### config.mk
export PLATFORM = sky130hd
export DESIGN_NAME = hazard_ctrl
export DESIGN_NICKNAME = d
export VERILOG_FILES = /design/src/rtl/hazard_ctrl_pkg.sv /design/src/rtl/hazard_ctrl_sat_counter.sv /design/src/rtl/hazard_ctrl.sv
export SDC_FILE = /design/constraint.sdc
export NUM_CORES = 1
export LEC_CHECK = 0
export CAP_MARGIN = 25
export CELL_PAD_IN_SITES_DETAIL_PLACEMENT = 2
export CELL_PAD_IN_SITES_GLOBAL_PLACEMENT = 2
export CORE_ASPECT_RATIO = 1.2
export CORE_MARGIN = 5
export CORE_UTILIZATION = 22
export DETAILED_ROUTE_END_ITERATION = 8
export PLACE_DENSITY_LB_ADDON = 0.1
export SYNTH_ARGS = -nofsm -noshare
export SYNTH_HDL_FRONTEND = slang
export SYNTH_SLANG_ARGS = --single-unit
### constraint.sdc
create_clock -name clk -period 2.2 [get_ports clk]
set_input_delay 0.33 -clock clk [delete_from_list [all_inputs] [get_ports clk]]
set_output_delay 0.33 -clock clk [all_outputs]
set_load 0.03 [all_outputs]
### src/rtl/hazard_ctrl_pkg.sv
// Shared pipeline definitions: FSM encoding, field widths and the control
// values a pipeline register loads when it is bubbled or flushed.
package hazard_ctrl_pkg;

  localparam int REG_ID_W = 3;
  localparam int PC_W     = 16;

  typedef enum logic {
    RUN   = 1'b0,
    STALL = 1'b1
  } hz_state_e;

  // Control fields carried by a NOP; bubble/flush force these into a register.
  localparam logic NOP_VALID   = 1'b0;
  localparam logic NOP_WR_EN   = 1'b0;
  localparam logic NOP_IS_LOAD = 1'b0;
  localparam logic NOP_BR      = 1'b0;

endpackage

### src/rtl/hazard_ctrl_sat_counter.sv
// Event counter that saturates at all-ones instead of wrapping.
module sat_counter #(
  parameter int W = 16
) (
  input  logic         clk,
  input  logic         rst,
  input  logic         inc,
  input  logic         clr,
  output logic [W-1:0] cnt
);

  function automatic logic [W-1:0] sat_inc(input logic [W-1:0] v);
    return (&v) ? v : v + 1'b1;
  endfunction

  // Count events; clear has priority, value holds once all-ones is reached.
  always_ff @(posedge clk or posedge rst) begin
    if (rst)
      cnt <= '0;
    else if (clr)
      cnt <= '0;
    else if (inc)
      cnt <= sat_inc(cnt);
  end

endmodule

### src/rtl/hazard_ctrl.sv
// Backward pipeline control: load-use stalls (optionally multi-cycle) and
// taken-branch flush/redirect, with saturating event counters.
module hazard_ctrl
  import hazard_ctrl_pkg::*;
#(
  parameter int STALL_CYCLES = 1,
  parameter int CNT_W        = 16
) (
  input  logic                clk,
  input  logic                rst,
  input  logic                rr_valid,
  input  logic [REG_ID_W-1:0] rr_src1,
  input  logic [REG_ID_W-1:0] rr_src2,
  input  logic                rr_use1,
  input  logic                rr_use2,
  input  logic                ex_valid,
  input  logic [REG_ID_W-1:0] ex_dest,
  input  logic                ex_wr_en,
  input  logic                ex_is_load,
  input  logic                ex_br_taken,
  input  logic [PC_W-1:0]     ex_br_target,
  output logic                pc_en,
  output logic                if_id_en,
  output logic                id_rr_en,
  output logic                rr_ex_bubble,
  output logic                flush_if_id,
  output logic                flush_id_rr,
  output logic                redirect_valid,
  output logic [PC_W-1:0]     redirect_pc,
  output logic [CNT_W-1:0]    stall_cnt,
  output logic [CNT_W-1:0]    flush_cnt
);

  // Remaining stall cycles loaded when a hazard is seen in RUN.
  localparam logic [2:0] STALL_LOAD = 3'(STALL_CYCLES - 1);

  hz_state_e  state;
  logic [2:0] stall_left;
  logic       lu_hit;
  logic       stall_inc;
  logic       flush_inc;

  // Register 0 gets no special treatment: a match on it is a real hazard.
  assign lu_hit = ex_valid & ex_is_load & ex_wr_en & rr_valid &
                  ((rr_use1 & (rr_src1 == ex_dest)) |
                   (rr_use2 & (rr_src2 == ex_dest)));

  // A stall event is counted only on its first cycle and only if no branch wins.
  assign stall_inc = (state == RUN) & lu_hit & ~ex_br_taken;
  assign flush_inc = ex_br_taken;

  // Mealy control outputs: branch beats stall, reset forces a safe NOP pipeline.
  always_comb begin
    pc_en          = 1'b1;
    if_id_en       = 1'b1;
    id_rr_en       = 1'b1;
    rr_ex_bubble   = 1'b0;
    flush_if_id    = 1'b0;
    flush_id_rr    = 1'b0;
    redirect_valid = 1'b0;
    redirect_pc    = '0;
    if (rst) begin
      pc_en        = 1'b0;
      if_id_en     = 1'b0;
      id_rr_en     = 1'b0;
      rr_ex_bubble = 1'b1;
      flush_if_id  = 1'b1;
      flush_id_rr  = 1'b1;
    end else if (ex_br_taken) begin
      // The stalled RR instruction is wrong-path; the flush discards it.
      redirect_valid = 1'b1;
      redirect_pc    = ex_br_target;
      flush_if_id    = 1'b1;
      flush_id_rr    = 1'b1;
      rr_ex_bubble   = 1'b1;
      if_id_en       = 1'b0;
      id_rr_en       = 1'b0;
    end else if ((state == STALL) || lu_hit) begin
      pc_en        = 1'b0;
      if_id_en     = 1'b0;
      id_rr_en     = 1'b0;
      rr_ex_bubble = 1'b1;
    end
  end

  // RUN/STALL sequencing; lu_hit is ignored while already stalling.
  always_ff @(posedge clk or posedge rst) begin
    if (rst) begin
      state      <= RUN;
      stall_left <= '0;
    end else if (ex_br_taken) begin
      state      <= RUN;
      stall_left <= '0;
    end else begin
      case (state)
        RUN: begin
          if (lu_hit && (STALL_CYCLES > 1)) begin
            state      <= STALL;
            stall_left <= STALL_LOAD;
          end
        end
        STALL: begin
          if (stall_left == 3'd1) begin
            state      <= RUN;
            stall_left <= '0;
          end else begin
            stall_left <= stall_left - 3'd1;
          end
        end
        default: begin
          state      <= RUN;
          stall_left <= '0;
        end
      endcase
    end
  end

  sat_counter #(.W(CNT_W)) u_stall_cnt (
    .clk (clk),
    .rst (rst),
    .inc (stall_inc),
    .clr (1'b0),
    .cnt (stall_cnt)
  );

  sat_counter #(.W(CNT_W)) u_flush_cnt (
    .clk (clk),
    .rst (rst),
    .inc (flush_inc),
    .clr (1'b0),
    .cnt (flush_cnt)
  );

endmodule

==> results of run 1 <==
-- synthesized netlist by cell type (all sizes together) --
cell / count / area [um2]
dfrtp: 36 / 901
xnor2: 33 / 289
and3: 27 / 169
nand3: 15 / 75.1
nand4: 14 / 87.6
and2: 9 / 57.6
nand2: 8 / 32.5
and4: 7 / 62.6
inv: 5 / 18.8
nor2: 5 / 18.8
buf: 4 / 33.8
clkbuf: 4 / 15.0
ha: 4 / 50.1
a21oi: 3 / 18.8
mux2: 3 / 33.8
xor2: 3 / 26.3
a2111oi: 2 / 42.5
a211oi: 2 / 15.0
nand2b: 1 / 6.26
nor3: 1 / 5.00
nor4: 1 / 6.26
o21ai: 1 / 5.00
-- power breakdown --
group          leakage, uW  internal (uW)  switching, uW
clock network    0.0000410            215            232
logic              0.00102            280            317
registers         0.000488            728           89.8
-- timing repair --
item	CTS	global route
pin swaps	1	3
gates resized for setup	3	17
setup buffers	0	1
setup endpoints to repair	14	13
hold endpoints to repair	0	0
-- state kept, by name, summed over array words and instances, names as in the netlist --
signal / cells
stall_left: 3
state: 1
u_flush_cnt.cnt: 16
u_stall_cnt.cnt: 16
-- cell usage in the layout, fill, tap and decap left out, types with 3 or more instances in the layout --
cell type         n
nor2_1            5
mux2_2            3
xor2_1            3
buf_4            21
nand2_1           7
xnor2_1          33
ha_1              4
clkbuf_8          5
nand3_1          15
dlymetal6s2s_1   15
and4_1            6
and2_1            8
nand4_1          14
clkdlybuf4s50_1  62
and3_1           27
dfrtp_1          36
inv_1             3
-- final cells by class --
type                    instances  area [um2]  share of cell area, %
multi-input cells             139        1010                   31.9
well taps                     117         146                   4.62
repair buffers                101        1010                   31.8
clock inverters                 1        5.00                  0.158
flip-flops and latches         36         901                   28.5
clock buffers                   6        72.6                   2.29
inverters                       5        23.8                  0.751
-- worst max-delay path by stage --
stage	from	endpoint	slack (ps)	depth (start not counted)
final	rr_src2[2]	pc_en	100	7
after global routing	rr_src2[2]	pc_en	4	7
after CTS	ex_br_taken	redirect_pc[4]	2	4
after detailed placement	rst	redirect_pc[9]	-130	4
after global placement	rst	redirect_pc[4]	-130	4
after floorplan	rst	flush_if_id	120	4
-- cells by family (layout without fill, tap and decap cells) --
kind of cell    Yosys count  in the layout  share of synthesized area [%]
simple gates             88             88                           26.4
xor+xnor                 36             36                           16.0
flops                    36             36                           45.7
fa+ha+maj                 4              4                           2.54
buf+inv                  13            113                           3.43
mux                       3              3                           1.72
compound gates            8              8                           4.13
-- per-stage QoR --
| stage | utilization [%] | hold slack (ps) | setup TNS, ps |
|---|---|---|---|
| floorplan | - | 497 | 0 |
| global placement | 35.0 | 486 | -1480 |
| detailed placement | 35.0 | 490 | -1590 |
| CTS | 36.0 | 507 | 0 |
| global route | 36.6 | 526 | 0 |
| finish | 36.6 | 499 | 0 |
-- metal layers --
layer | GRT usage [%] | wire [um] | vias to the layer above
li1 | - | - | 863
met1 | 15.1 | 2930 | 899
met2 | 19.3 | 2930 | 79
met3 | 3.89 | 729 | 5
met4 | 2.81 | 64 | 0
met5 | 0 | 0 | -
-- critical path, stage by stage --
cell and delay, ps:
clkdlybuf4s50_1 480, xnor2_1 130, nand4_1 200, a21oi_2 220, o21ai_0 80, and2_1 160, buf_4 160
==> summary.md, run 1 <==
| Metric | Value |
|---|---|
| Post-synthesis cell type count | `28` |
| Fill cells | `approximately 950` |
| CP startpoint kind | `input port` |
| Post-DR vias/cell | `between 4 and 5` |
| Vias post-DR | `approximately 1800` |
| I/O Pins | `a little under 90` |
| FF+latch count, synth | `36` |
| Worst setup margin | `100 ps` |
| Full die area | `between 0.01 and 0.015 mm2` |
| Worst-path maximum fanout | `2` |
| Num CTS Buffers | `5` |
| Finish-stage setup viols | `0` |
| Pwr per Cell Area | `roughly 590 mW/mm2` |
| Final std cells w/o fill | `around 410` |
| Fin crit period | `between 2000 and 2500 ps` |
| CTS H-tree depth | `2` |
| Worst r2r src | `u_stall_cnt.cnt[0]` |
| Worst setup EP type | `output port` |
| Status | `finished clean` |
| Worst reg2reg endpoint | `u_stall_cnt.cnt[15]` |
| Max cap viols | `0` |
| RSZ-0062 raised after global routing | `no` |
| Dpl cell area | `0.00303 mm2` |
| CTS Hold Bufs | `0` |
| Skew-Pair Late Insertion Delay | `280 ps` |
| Worst R2R Path Depth | `6` |
| Final hold vios | `0` |
| Fmax | `roughly 480 MHz` |
| Category of the most critical setup path | `in2out` |
| # rows | `37` |
| Hold depth | `1` |
| ANT cells | `0` |
| Clock Pin Slew Worst Setup and Hold Paths | `about 70 ps` |
| Final nets | `326` |
| Post-synthesis cell count | `188` |
| R2r setup slk | `about 350 ps` |
| Longest Clk Path Bufs | `2` |
| Mapped Nets | `226` |
| Worst path arrival time | `1770 ps` |
| GPL Wtd Cong | `approximately 0.67` |
| Die X | `96.4 um` |
| Total Wirelength | `6650 um` |
| Initial Utilization | `22.7%` |
| Rel. slew slack | `between 60% and 70%` |
| Worst slack, placed | `-128 ps` |
| First-pass GRT wire length | `10400 um` |
| Violation count after the first detailed-route iteration | `27` |
| CTS tree | `built` |
| Req. time, crit path | `1870 ps` |
| Synthesized area | `roughly 0.0020 mm2` |
| Root Driver | `clkbuf_8` |
| Maximum vdd drop | `0.501 mV` |
| Hold-critical path endpoint | `u_flush_cnt.cnt[14]` |
| Total Routing Usage GR | `between 10% and 20%` |
| Hold WC Path Type | `reg2reg` |
| Vias in the first global route | `1999` |
| Layout cells sized above 1 | `between 10% and 20%` |
| P_leak | `around 0.0015 uW` |
| CTS sink count | `36` |
| Cells after DPL | `about 400` |
| Hold path startpoint | `u_flush_cnt.cnt[14]` |
| Dpl hpwl | `5090 um` |
| Layout area overhead | `60.7%` |
| Syn Area/Cell | `approximately 10 um2` |
| Number of synthesis warnings | `0` |
| Core ar. | `slightly below 0.009 mm2` |
| Largest net degree at the start of global routing | `26` |
| Wire per inst | `about 16 um` |
| IO buf count | `88` |
| Total power | `between 1500 and 2000 uW` |
| Worst-Margin Slew | `roughly 450 ps` |
| Final std cell area, no fill | `about 0.0032 mm2` |
| Initial antenna violation count | `0` |
| Drt drc | `0` |
| Routed Antenna Nets | `0` |
| Initial DRT Pass Iterations | `4` |
| Fin Clk Skew | `around 3.8 ps` |
| Sequential-to-total area share from yosys stat | `45.7%` |
| Die height | `around 110 um` |
| Period utilization | `95.4%` |
| GRT overflow | `0` |
| Pins Over Slew Limit | `0` |
No activity file was read; power rests on OpenSTA's default activity.
==> run 2, diff against run 1 <==
--- a/config.mk
+++ b/config.mk
@@ -10,7 +10,8 @@
 export CELL_PAD_IN_SITES_GLOBAL_PLACEMENT = 2
 export CORE_ASPECT_RATIO = 1.2
 export CORE_MARGIN = 5
-export CORE_UTILIZATION = 22
+export CORE_UTILIZATION = 23
+export CTS_BUF_LIST = sky130_fd_sc_hd__clkbuf_8
 export DETAILED_ROUTE_END_ITERATION = 8
 export PLACE_DENSITY_LB_ADDON = 0.1
 export SYNTH_ARGS = -nofsm -noshare
==> summary.md, run 2 (synthesized netlist as in run 1, its figures left out) <==
| Metric | Value |
|---|---|
| Status | `finished clean` |
| CTS Hold Bufs | `0 (unchanged)` |
| Die height | `111 um (-2.0%)` |
| Total Routing Usage GR | `12.5% (+0.61 points)` |
| # rows | `37 (unchanged)` |
| Top Registers | `u_flush_cnt.cnt x16, u_stall_cnt.cnt x16, stall_left x3` |
| Layout area overhead | `57.3%` |
| Dpl hpwl | `5070 um (-0.43%)` |
| R2r setup slk | `340 ps (about the same)` |
| Final std cells w/o fill | `405 (unchanged)` |
| CTS H-tree depth | `2 (unchanged)` |
| Worst r2r src | `u_flush_cnt.cnt[3]` |
| Initial DRT Pass Iterations | `4 (unchanged)` |
| Initial Utilization | `23.2% (+0.50 points)` |
| Commonest non-fill, non-tap cell in the layout | `clkdlybuf4s50_1` |
| Maximum vdd drop | `0.624 mV (+24%)` |
| Full die area | `0.0105 mm2 (-3.9%)` |
| Core ar. | `0.00847 mm2 (-2.1%)` |
| CP startpoint kind | `input port` |
| Num CTS Buffers | `5 (unchanged)` |
| CTS sink count | `36 (unchanged)` |
| Die X | `94.5 um (-2.0%)` |
| Switch Pwr | `646 uW (+1.2%)` |
| Fill cells | `935 (-1.9%)` |
| Wire per inst | `15.9 um (-3.0%)` |
| Largest net degree at the start of global routing | `32 (+23%)` |
| Total Wirelength | `6460 um (-3.0%)` |
| I/O Pins | `89 (unchanged)` |
| Utilization after layout | `36.6% (about the same)` |
| Req. time, crit path | `1870 ps (about the same)` |
| Routed Antenna Nets | `0 (unchanged)` |
| ANT cells | `0 (unchanged)` |
| Int Pwr | `1250 uW (+2.3%)` |
| Layout cells sized above 1 | `18.4% (+3.8 points)` |
| Vias post-DR | `1811 (-1.9%)` |
| Hold WC Path Type | `in2async` |
| Category of the most critical setup path | `in2out` |
| Root Driver | `clkbuf_8` |
| Max cap viols | `0 (unchanged)` |
| GPL Wtd Cong | `0.704 (+5.0%)` |
| Pwr per Cell Area | `613 mW/mm2 (+4.2%)` |
| RSZ-0062 raised after global routing | `no` |
| Cells after DPL | `395 (-0.50%)` |
| Share of total power in the clock network | `25.6% (+1.6 points)` |
| Worst-path maximum fanout | `2 (unchanged)` |
| Fmax | `477 MHz (about the same)` |
| Sw Ratio | `34.0% (-0.26 points)` |
| Vias in the first global route | `2042 (+2.2%)` |
| Flop pwr share | `43.0% (-0.9 points)` |
| Final nets | `325 (-0.31%)` |
| Initial antenna violation count | `0 (unchanged)` |
| Worst reg2reg endpoint | `u_flush_cnt.cnt[13]` |
| Clock Pin Slew Worst Setup and Hold Paths | `70 ps (about the same)` |
| Longest Clk Path Bufs | `2 (unchanged)` |
| CTS tree | `built` |
| Combinational power share | `31.5% (-0.6 points)` |
| Finish-stage setup viols | `0 (unchanged)` |
| GRT overflow | `0 (unchanged)` |
| Period utilization | `95.4% (about the same)` |
| Worst-Margin Slew | `478 ps (+27.8 ps)` |
| Fin Clk Skew | `7.16 ps (+3.41 ps)` |
| Worst setup EP type | `output port` |
| IO buf count | `88 (unchanged)` |
| P_leak | `0.00137 uW (-11%)` |
| Fin crit period | `2100 ps (-1.77 ps)` |
| Violation count after the first detailed-route iteration | `41 (+52%)` |
| First-pass GRT wire length | `10700 um (+2.7%)` |
| Final hold vios | `0 (unchanged)` |
| Worst path arrival time | `1770 ps (about the same)` |
| Most frequent cells in the layout | `clkdlybuf4s50_1, dfrtp_1, buf_4` |
| Rel. slew slack | `68.0% (-1.9 points)` |
| Post-DR vias/cell | `4.47 (-1.9%)` |
| Pins Over Slew Limit | `0 (unchanged)` |
| Drt drc | `0 (unchanged)` |
| Total power | `1900 uW (+1.9%)` |
| Worst R2R Path Depth | `5 (-1)` |
| Skew-Pair Late Insertion Delay | `280 ps (about the same)` |
## run 2: cell count changes in the layout (fill, tap and decap cells not counted), moves of 2 or more
cell | previous run | this run
inv_1 | 3 | 6
clkinv_2 | 2 | 0
buf_4 | 21 | 34
dlymetal6s2s_1 | 15 | 2
## run 2: what timing repair did
action	CTS	global route
gates cloned	0	0
pin swaps	2	2
buffers inserted	2	0
gates resized for setup	1	2
endpoints found under the setup margin	1	1
## run 2: layer usage
metal	part of all wire (%)	track usage (%)	wire [um]	up-vias
met4	0.73	2.89	47	0
met3	9.5	4.59	612	4
met5	0	0	0	-
met2	48	20.7	3070	67
li1	-	-	-	860
met1	42	15.3	2720	880
## run 2: area by class of cell
type | count | area [um2] | area share [%]
multi-input combinational | 139 | 1010 | 32.6
timing repair buffer | 100 | 931 | 30.0
sequential | 36 | 901 | 29.1
tap | 117 | 146 | 4.73
clock buffer | 6 | 82.6 | 2.67
inverter | 5 | 18.8 | 0.606
clock inverter | 2 | 7.51 | 0.242
## run 2: power groups by stage
stage	Sequential, uW	Combinational, uW	Clock, uW
5_1_grt	831	645	541
4_1_cts	817	610	514
3_5_place_dp	825	606	0
2_1_floorplan	936	199	0
6_report	815	597	486
3_3_place_gp	824	595	0
## run 2: worst max-delay path by stage
stage,from,end,cells past startpoint
floorplan,rst,flush_if_id,4
global placement,ex_dest[0],u_stall_cnt.cnt[1],7
detailed placement,ex_dest[0],u_stall_cnt.cnt[1],7
CTS,ex_dest[0],pc_en,7
global route,ex_dest[1],pc_en,7
finish,ex_dest[1],pc_en,7
## run 2: worst max-delay path: stages
cell and delay (ps):
clkdlybuf4s50_1 510, xnor2_1 130, nand4_1 170, a21oi_2 210
o21ai_0 80, and2_1 170, buf_4 160
## run 2: per-stage QoR
stage / instance area [um2] / TNS (ps) / setup WS (ps) / hold WS, ps
2_1_floorplan: 1980 / 0 / 117 / 497
3_5_place_dp: 2980 / -305 / -95.6 / 483
6_report: 3100 / 0 / 102 / 411
4_1_cts: 3090 / 0 / 70.0 / 393
3_3_place_gp: 2980 / -58.3 / -27.6 / 493
5_1_grt: 3100 / 0 / 6.95 / 430
==> run 3, diff against run 2 <==
--- a/config.mk
+++ b/config.mk
@@ -5,7 +5,7 @@
 export SDC_FILE = /design/constraint.sdc
 export NUM_CORES = 1
 export LEC_CHECK = 0
-export CAP_MARGIN = 25
+export CAP_MARGIN = 30
 export CELL_PAD_IN_SITES_DETAIL_PLACEMENT = 2
 export CELL_PAD_IN_SITES_GLOBAL_PLACEMENT = 2
 export CORE_ASPECT_RATIO = 1.2
==> results of run 3 <==
Same layout as run 2: the final DEF is identical, and so are final timing and power.
